$ cat src/rtl/mm_front_end_pkg.sv
// Shared types and sizing for the memory-mapped front-end reader.
// Holds the FSM state encoding and the depth of the output skid buffer.
package mm_front_end_pkg;

  typedef enum logic [1:0] {
    IDLE,
    READ,
    DRAIN,
    DONE
  } fe_state_t;

  localparam int BUF_DEPTH = 2;
  localparam int BUF_CNT_W = $clog2(BUF_DEPTH + 1);
  localparam int BUF_PTR_W = $clog2(BUF_DEPTH);

endpackage

$ cat src/rtl/mm_front_end_reader_if.sv
// BRAM read port plus the valid/ready output stream of the front-end reader.
// master = reader side; slave = memory and accelerator side.
interface mm_front_end_reader_if #(
  parameter int DATA_W = 32,
  parameter int ADDR_W = 12
);

  logic              mem_en;
  logic [ADDR_W-1:0] mem_addr;
  logic [DATA_W-1:0] mem_rdata;
  logic [DATA_W-1:0] out_data;
  logic              out_valid;
  logic              out_ready;
  logic              out_last;

  modport master (
    output mem_en, mem_addr, out_data, out_valid, out_last,
    input  mem_rdata, out_ready
  );

  modport slave (
    input  mem_en, mem_addr, out_data, out_valid, out_last,
    output mem_rdata, out_ready
  );

endinterface

$ cat src/rtl/mm_fe_skid_buf.sv
// Two-entry first-word-fall-through FIFO of {last, data} with an empty-bypass path,
// so a word arriving from the BRAM is visible on the stream in the same cycle.
module mm_fe_skid_buf
  import mm_front_end_pkg::*;
#(
  parameter int DATA_W = 32
) (
  input  logic                 aclk,
  input  logic                 areset,
  input  logic                 push,
  input  logic                 push_last,
  input  logic [DATA_W-1:0]    push_data,
  output logic                 out_valid,
  output logic                 out_last,
  output logic [DATA_W-1:0]    out_data,
  input  logic                 out_ready,
  output logic [BUF_CNT_W-1:0] count
);

  logic [DATA_W:0]    mem [BUF_DEPTH];
  logic [BUF_PTR_W-1:0] wr_ptr;
  logic [BUF_PTR_W-1:0] rd_ptr;
  logic               head_valid;
  logic               pop;
  logic               store;
  logic               deq;

  // NOTE: every signal is assigned on every path through this block, so no latch is inferred.
  always_comb begin
    head_valid = (count != '0);
    out_valid  = head_valid | push;
    {out_last, out_data} = head_valid ? mem[rd_ptr] : {push_last, push_data};
    pop   = out_valid & out_ready;
    // An incoming word taken straight through the bypass is never stored.
    store = push & ~(~head_valid & pop);
    deq   = head_valid & pop;
  end

  // NOTE: sequential state uses non-blocking assignments so every flop samples pre-edge values.
  always_ff @(posedge aclk) begin
    if (areset) begin
      count  <= '0;
      wr_ptr <= '0;
      rd_ptr <= '0;
    end else begin
      if (store) wr_ptr <= wr_ptr + BUF_PTR_W'(1);
      if (deq)   rd_ptr <= rd_ptr + BUF_PTR_W'(1);
      count <= count + BUF_CNT_W'(store) - BUF_CNT_W'(deq);
    end
  end

  // NOTE: storage is deliberately not reset; count gates every read, so stale entries are never seen.
  always_ff @(posedge aclk) begin
    if (store) mem[wr_ptr] <= {push_last, push_data};
  end

endmodule

$ cat src/rtl/mm_front_end_reader.sv
// Front-end reader: streams 'size' words from local BRAM to the accelerator input.
// Optional macro MM_FE_BASE_ADDR_EN adds a base_addr port; otherwise reads start at 0.
module mm_front_end_reader
  import mm_front_end_pkg::*;
#(
  parameter int DATA_W = 32,
  parameter int ADDR_W = 12
) (
  input  logic                aclk,
  input  logic                areset,
  input  logic                start,
  input  logic [ADDR_W:0]     size,
`ifdef MM_FE_BASE_ADDR_EN
  input  logic [ADDR_W-1:0]   base_addr,
`endif
  mm_front_end_reader_if.master bus,
  output logic                busy,
  output logic                done
);

  fe_state_t            state;
  logic [ADDR_W:0]      size_q;
  logic [ADDR_W:0]      rd_cnt;
  logic [ADDR_W-1:0]    base_q;
  logic [ADDR_W-1:0]    start_base;
  logic                 inflight;
  logic                 inflight_last;
  logic [BUF_CNT_W-1:0] buf_count;
  logic [BUF_CNT_W:0]   occupancy;
  logic                 mem_en;
  logic                 issue_last;
  logic                 accept_last;
  logic                 s_valid;
  logic                 s_last;
  logic [DATA_W-1:0]    s_data;

`ifdef MM_FE_BASE_ADDR_EN
  assign start_base = base_addr;
`else
  assign start_base = '0;
`endif

  always_comb begin
    // Reads already in flight count against buffer space so nothing can overflow.
    occupancy   = {1'b0, buf_count} + (BUF_CNT_W+1)'(inflight);
    mem_en      = (state == READ) && (rd_cnt < size_q) &&
                  (occupancy < (BUF_CNT_W+1)'(BUF_DEPTH));
    issue_last  = (rd_cnt == size_q - (ADDR_W+1)'(1));
    accept_last = s_valid & bus.out_ready & s_last;
  end

  assign bus.mem_en    = mem_en;
  assign bus.mem_addr  = base_q + rd_cnt[ADDR_W-1:0];
  assign bus.out_valid = s_valid;
  assign bus.out_last  = s_last;
  assign bus.out_data  = s_data;

  always_ff @(posedge aclk) begin
    if (areset) begin
      state         <= IDLE;
      size_q        <= '0;
      rd_cnt        <= '0;
      base_q        <= '0;
      inflight      <= 1'b0;
      inflight_last <= 1'b0;
      busy          <= 1'b0;
      done          <= 1'b0;
    end else begin
      inflight      <= mem_en;
      inflight_last <= mem_en & issue_last;
      done          <= 1'b0;
      if (mem_en) rd_cnt <= rd_cnt + (ADDR_W+1)'(1);

      unique case (state)
        IDLE: begin
          if (start) begin
            size_q <= size;
            rd_cnt <= '0;
            base_q <= start_base;
            if (size == '0) begin
              state <= DONE;
              done  <= 1'b1;
            end else begin
              state <= READ;
              busy  <= 1'b1;
            end
          end
        end
        READ: begin
          if (mem_en && issue_last) state <= DRAIN;
        end
        DRAIN: begin
          if (accept_last) begin
            state <= DONE;
            busy  <= 1'b0;
            done  <= 1'b1;
          end
        end
        DONE: begin
          state <= IDLE;
        end
        default: state <= IDLE;
      endcase
    end
  end

  mm_fe_skid_buf #(
    .DATA_W (DATA_W)
  ) u_buf (
    .aclk      (aclk),
    .areset    (areset),
    .push      (inflight),
    .push_last (inflight_last),
    .push_data (bus.mem_rdata),
    .out_valid (s_valid),
    .out_last  (s_last),
    .out_data  (s_data),
    .out_ready (bus.out_ready),
    .count     (buf_count)
  );

endmodule
$ cat src/flat_wrapper.sv
// flat-port wrapper written by rule: the top's interface ports become plain ports
module mm_front_end_reader_flat import mm_front_end_pkg::*;
#(
  parameter int DATA_W = 32,
  parameter int ADDR_W = 12
)
  (aclk, areset, start, size, busy, done, bus_mem_en, bus_mem_addr, bus_out_data, bus_out_valid, bus_out_last, bus_mem_rdata, bus_out_ready);
  mm_front_end_reader_if #(.DATA_W(DATA_W), .ADDR_W(ADDR_W)) bus_i ();
  input  logic aclk;
  input  logic areset;
  input  logic start;
  input  logic [ADDR_W:0] size;
  output logic busy;
  output logic done;
  output wire logic [$bits(bus_i.mem_en)-1:0] bus_mem_en;
  output wire logic [$bits(bus_i.mem_addr)-1:0] bus_mem_addr;
  output wire logic [$bits(bus_i.out_data)-1:0] bus_out_data;
  output wire logic [$bits(bus_i.out_valid)-1:0] bus_out_valid;
  output wire logic [$bits(bus_i.out_last)-1:0] bus_out_last;
  input wire logic [$bits(bus_i.mem_rdata)-1:0] bus_mem_rdata;
  input wire logic [$bits(bus_i.out_ready)-1:0] bus_out_ready;
  assign bus_mem_en = bus_i.mem_en;
  assign bus_mem_addr = bus_i.mem_addr;
  assign bus_out_data = bus_i.out_data;
  assign bus_out_valid = bus_i.out_valid;
  assign bus_out_last = bus_i.out_last;
  assign bus_i.mem_rdata = bus_mem_rdata;
  assign bus_i.out_ready = bus_out_ready;
  mm_front_end_reader #(.DATA_W(DATA_W), .ADDR_W(ADDR_W)) u_core (.aclk(aclk), .areset(areset), .start(start), .size(size), .bus(bus_i), .busy(busy), .done(done));
endmodule
$ cat config.mk
export PLATFORM = sky130hd
export DESIGN_NAME = mm_front_end_reader_flat
export DESIGN_NICKNAME = d
export VERILOG_FILES = /design/src/rtl/mm_front_end_pkg.sv /design/src/rtl/mm_front_end_reader_if.sv /design/src/rtl/mm_fe_skid_buf.sv /design/src/rtl/mm_front_end_reader.sv /design/src/flat_wrapper.sv
export SDC_FILE = /design/constraint.sdc
export NUM_CORES = 1
export LEC_CHECK = 0
export BUFFER_PORTS_ARGS = -buffer_cell sky130_fd_sc_hd__buf_2
export CAP_MARGIN = 20
export CORE_ASPECT_RATIO = 0.7
export CORE_UTILIZATION = 56
export DETAILED_ROUTE_END_ITERATION = 16
export PLACE_DENSITY = 0.86
export SYNTH_ARGS = -nofsm -noshare
export SYNTH_HDL_FRONTEND = slang
export SYNTH_SLANG_ARGS = --single-unit
$ cat constraint.sdc
create_clock -name aclk -period 3.4 [get_ports aclk]
set_input_delay 0.17 -clock aclk [delete_from_list [all_inputs] [get_ports aclk]]
set_output_delay 0.17 -clock aclk [all_outputs]
set_load 0.005 [all_outputs]
==> flow_metrics.env <==
export IMPL_hold_viol=0
export IMPL_yosysWarnings=0
export IMPL_place_hpwl_mm=7.910
export IMPL_drv_slew=0
export IMPL_num_io_pins=98
export IMPL_synth_area_leaders="edfxtp_1 38%, dfxtp_1 14%, mux2i_1 6.6%"
export IMPL_vias=3833
export IMPL_grt_overflow=0
export IMPL_gp_congestion=0.8848
export IMPL_grt_usage_pct=23.62
export IMPL_clock_sinks=103
export IMPL_min_period_over_period_pct=83.21
export IMPL_regToRegEndpoint="u_core.state[0]$_SDFFE_PP0P_"
export IMPL_ant_nets=0
export IMPL_grt_pass1_vias=3506
export IMPL_synth_edf_count=66
export IMPL_syn_inst=491
export IMPL_ys_seq_elements=103
export IMPL_p_sw_mw=1.472
export IMPL_design_area_mm2=0.005976
export IMPL_h_tree_depth=3
export IMPL_chipHeight_um=82.42
export IMPL_hp_class="in2reg"
export IMPL_n_antenna_cell=0
export IMPL_postRouteWirelength_mm=11.10
export IMPL_grt_util_met1_pct=34.01
export IMPL_grt_busiest_layer="met2"
export IMPL_required_ps=3660
export IMPL_synthDistinctLibCells=55
export IMPL_cts_tree="done"
export IMPL_reg2reg_from="u_core.size_q[0]$_SDFFE_PP0P_"
export IMPL_cts_setup_buffers=0
export IMPL_synthArstFlopShare_pct=0
export IMPL_min_path_cells=1
export IMPL_cts_path_max_buffers=2
export IMPL_avgSynthCellArea_um2=10.54
export IMPL_yosysSeqAreaShare_pct=52.62
export IMPL_swShare_pct=34.93
export IMPL_reg2reg_depth=7
export IMPL_cts_made_buffers=9
export IMPL_root_buffer="clkbuf_16"
export IMPL_cts_hold_fix_buffers=0
export IMPL_use_met2_pct=34.85
export IMPL_min_period_ps=2829
export IMPL_outcome="finished, final reports clean"
export IMPL_drc_errors=0
export IMPL_synthesis_nets=560
export IMPL_row_count=28
export IMPL_critPathKind="reg2reg"
export IMPL_hp_start="bus_mem_rdata[11]"
export IMPL_intPower_mw=2.742
export IMPL_viasPerCell=5.539
export IMPL_yosysTopAreaCellShare_pct=38.31
export IMPL_powerDensity_mw_per_mm2=705.2
export IMPL_tns_ps=0
export IMPL_setup_violations=0
export IMPL_drt_iter0_drc=237
export IMPL_placed_area_mm2=0.005637
export IMPL_fin_nets=636
export IMPL_slew_headroom_pct=47.53
export IMPL_area_growth_pct=15.50
export IMPL_clkPwrFrac_pct=27.1
export IMPL_coreArea_mm2=0.008688
export IMPL_skew_ps=8.556
export IMPL_grt_max_degree=68
export IMPL_dieArea_mm2=0.009634
export IMPL_p_leak_nw=2.300
export IMPL_cp_max_fo=11
export IMPL_grt_antenna_before_repair=0
export IMPL_start_kind="register"
export IMPL_worst_slew_pin_slew_ps=784.1
export IMPL_post_cts_resized=0
export IMPL_nFillCells=679
export IMPL_fmax_ghz=0.3535
export IMPL_initial_utilization_pct=59.55
export IMPL_grt_pass1_wl_mm=16.92
export IMPL_cp_arrival_ps=3090
export IMPL_die_width_um=116.9
export IMPL_path_clk_slew_ps=70
export IMPL_syn_area_mm2=0.005174
export IMPL_port_buffers=97
export IMPL_ys_dominant_reg_cell="edfxtp_1"
export IMPL_endpoint_kind="register"
export IMPL_r2r_setup_slack_ps=570
export IMPL_regArea_mm2=0.002724
export IMPL_yosysTopAreaCell="edfxtp_1"
export IMPL_combPwrFrac_pct=36.4
export IMPL_grt_util_met3_pct=5.766
export IMPL_post_drt_wl_per_cell_um=16.04
export IMPL_drv_cap=0
export IMPL_dr_pass1_iters=4
export IMPL_max_vdd_ir_drop_uv=344.3
export IMPL_layout_drive_gt1_share_pct=23.95
export IMPL_clk_latency_ps=350
export IMPL_multiInputGateArea_mm2=0.002157
export IMPL_rsz0062_at_grt="no"
export IMPL_startpoint="u_core.size_q[0]$_SDFFE_PP0P_"
export IMPL_power_frac_seq_pct=36.5
export IMPL_hold_path_endpoint="u_core.u_buf.mem[0][11]$_DFFE_PP_"
==> flip-flops by register name, indices dropped and copies added, names as in the netlist, named ones only <==
| signal | flops |
|---|---|
| u_core.size_q | 13 |
| u_core.u_buf.mem | 66 |
| u_core.state | 2 |
| u_core.rd_cnt | 13 |
| u_core.u_buf.rd_ptr | 1 |
| u_core.done | 1 |
| u_core.inflight_last | 1 |
| u_core.u_buf.count | 2 |
| u_core.inflight | 1 |
| u_core.busy | 1 |
| u_core.u_buf.wr_ptr | 1 |
==> power groups by stage <==
stage | sequential, mW | combinational (mW) | clock (mW)
floorplan | 1.53 | 1.09 | 0
global placement | 1.55 | 1.49 | 0
global route | 1.55 | 1.72 | 1.21
finish | 1.54 | 1.53 | 1.14
detailed placement | 1.56 | 1.52 | 0
CTS | 1.54 | 1.53 | 1.16
==> kinds of logic after synthesis <==
family,synth area share [%]
flip-flops,52.62
AND/OR/NAND/NOR,14.75
buffers and inverters,5.780
XOR/XNOR,5.054
AO/OA/AOI/OAI,10.37
multiplexers,6.578
adder cells (fa/ha/maj),4.837
==> routing by layer <==
| layer | routed length [µm] | part of all wire, % | vias up |
|---|---|---|---|
| met5 | 0 | 0 | - |
| met4 | 158 | 1.4 | 0 |
| met3 | 789 | 7.1 | 14 |
| met2 | 4778 | 43 | 140 |
| met1 | 5374 | 48 | 1790 |
| li1 | - | - | 1889 |
==> worst max path at each step <==
stage | endpoint | slack (ps) | cells past startpoint
5_1_grt | u_core.state[0]$_SDFFE_PP0P_ | 260 | 7
3_5_place_dp | u_core.state[0]$_SDFFE_PP0P_ | 630 | 7
3_3_place_gp | u_core.state[0]$_SDFFE_PP0P_ | 730 | 7
4_1_cts | u_core.state[0]$_SDFFE_PP0P_ | 590 | 7
6_report | u_core.state[0]$_SDFFE_PP0P_ | 570 | 7
2_1_floorplan | u_core.u_buf.mem[0][0]$_DFFE_PP_ | 880 | 3
==> synth_stat cells, types with 2 or more instances <==
library cell   n
and2_1         3
a22oi_1        2
xor2_1        12
a21oi_1       57
buf_4         12
clkbuf_1      18
nand2_1       44
mux2i_1       34
nor3_1         7
o31ai_1        4
a31oi_1        2
clkbuf_8       2
nand4_1       12
or2_2          3
o2111ai_1      2
ha_1          20
nor3b_1        2
edfxtp_1      66
o21ai_0        7
nor2_1        60
inv_1         19
a311oi_1       2
buf_6          2
buf_1          3
xnor2_1       16
and3_1         3
nand3_1        7
nor4_1         4
or3_1          3
nand2b_1       2
dfxtp_1       37
==> metrics by stage <==
step | util, % | instances | setup slack [ps] | hold slack (ps) | total power [mW]
after CTS | 68.78 | 692 | 595.0 | 12.74 | 4.229
after floorplan | - | 491 | 883.1 | 268.9 | 2.617
after global placement | 64.88 | 676 | 731.9 | 371.9 | 3.045
after global routing | 68.78 | 692 | 262.4 | 13.37 | 4.486
final | 68.78 | 692 | 570.9 | 23.57 | 4.214
after detailed placement | 64.88 | 676 | 625.4 | 374.9 | 3.080
==> layout make-up <==
class                      instances  share of cell area, %
tap                              120                  2.513
timing repair buffer             103                  8.878
multi-input combinational        330                  36.10
clock buffer                       9                  3.769
inverter                          20                  1.256
clock inverter                     7                  1.905
sequential                       103                  45.58
==> critical path: stages (launching register included) <==
cell and delay (ps):
dfxtp_1 360, nor2_1 630, nand2_1 170, o311ai_0 410, o2111ai_1 240, o41ai_2 470
nand3_1 170, a221oi_1 290
==> cells in the final DEF, fill, tap and decap left out, types with 9 or more instances in the layout <==
master	instances
nor2_1	58
a21oi_1	57
xnor2_1	16
ha_1	20
clkbuf_16	9
mux2i_1	34
nand2_1	44
nand4_1	12
edfxtp_1	66
xor2_1	12
buf_2	97
inv_1	19
dfxtp_1	36
No activity file was read; power rests on OpenSTA's default activity.
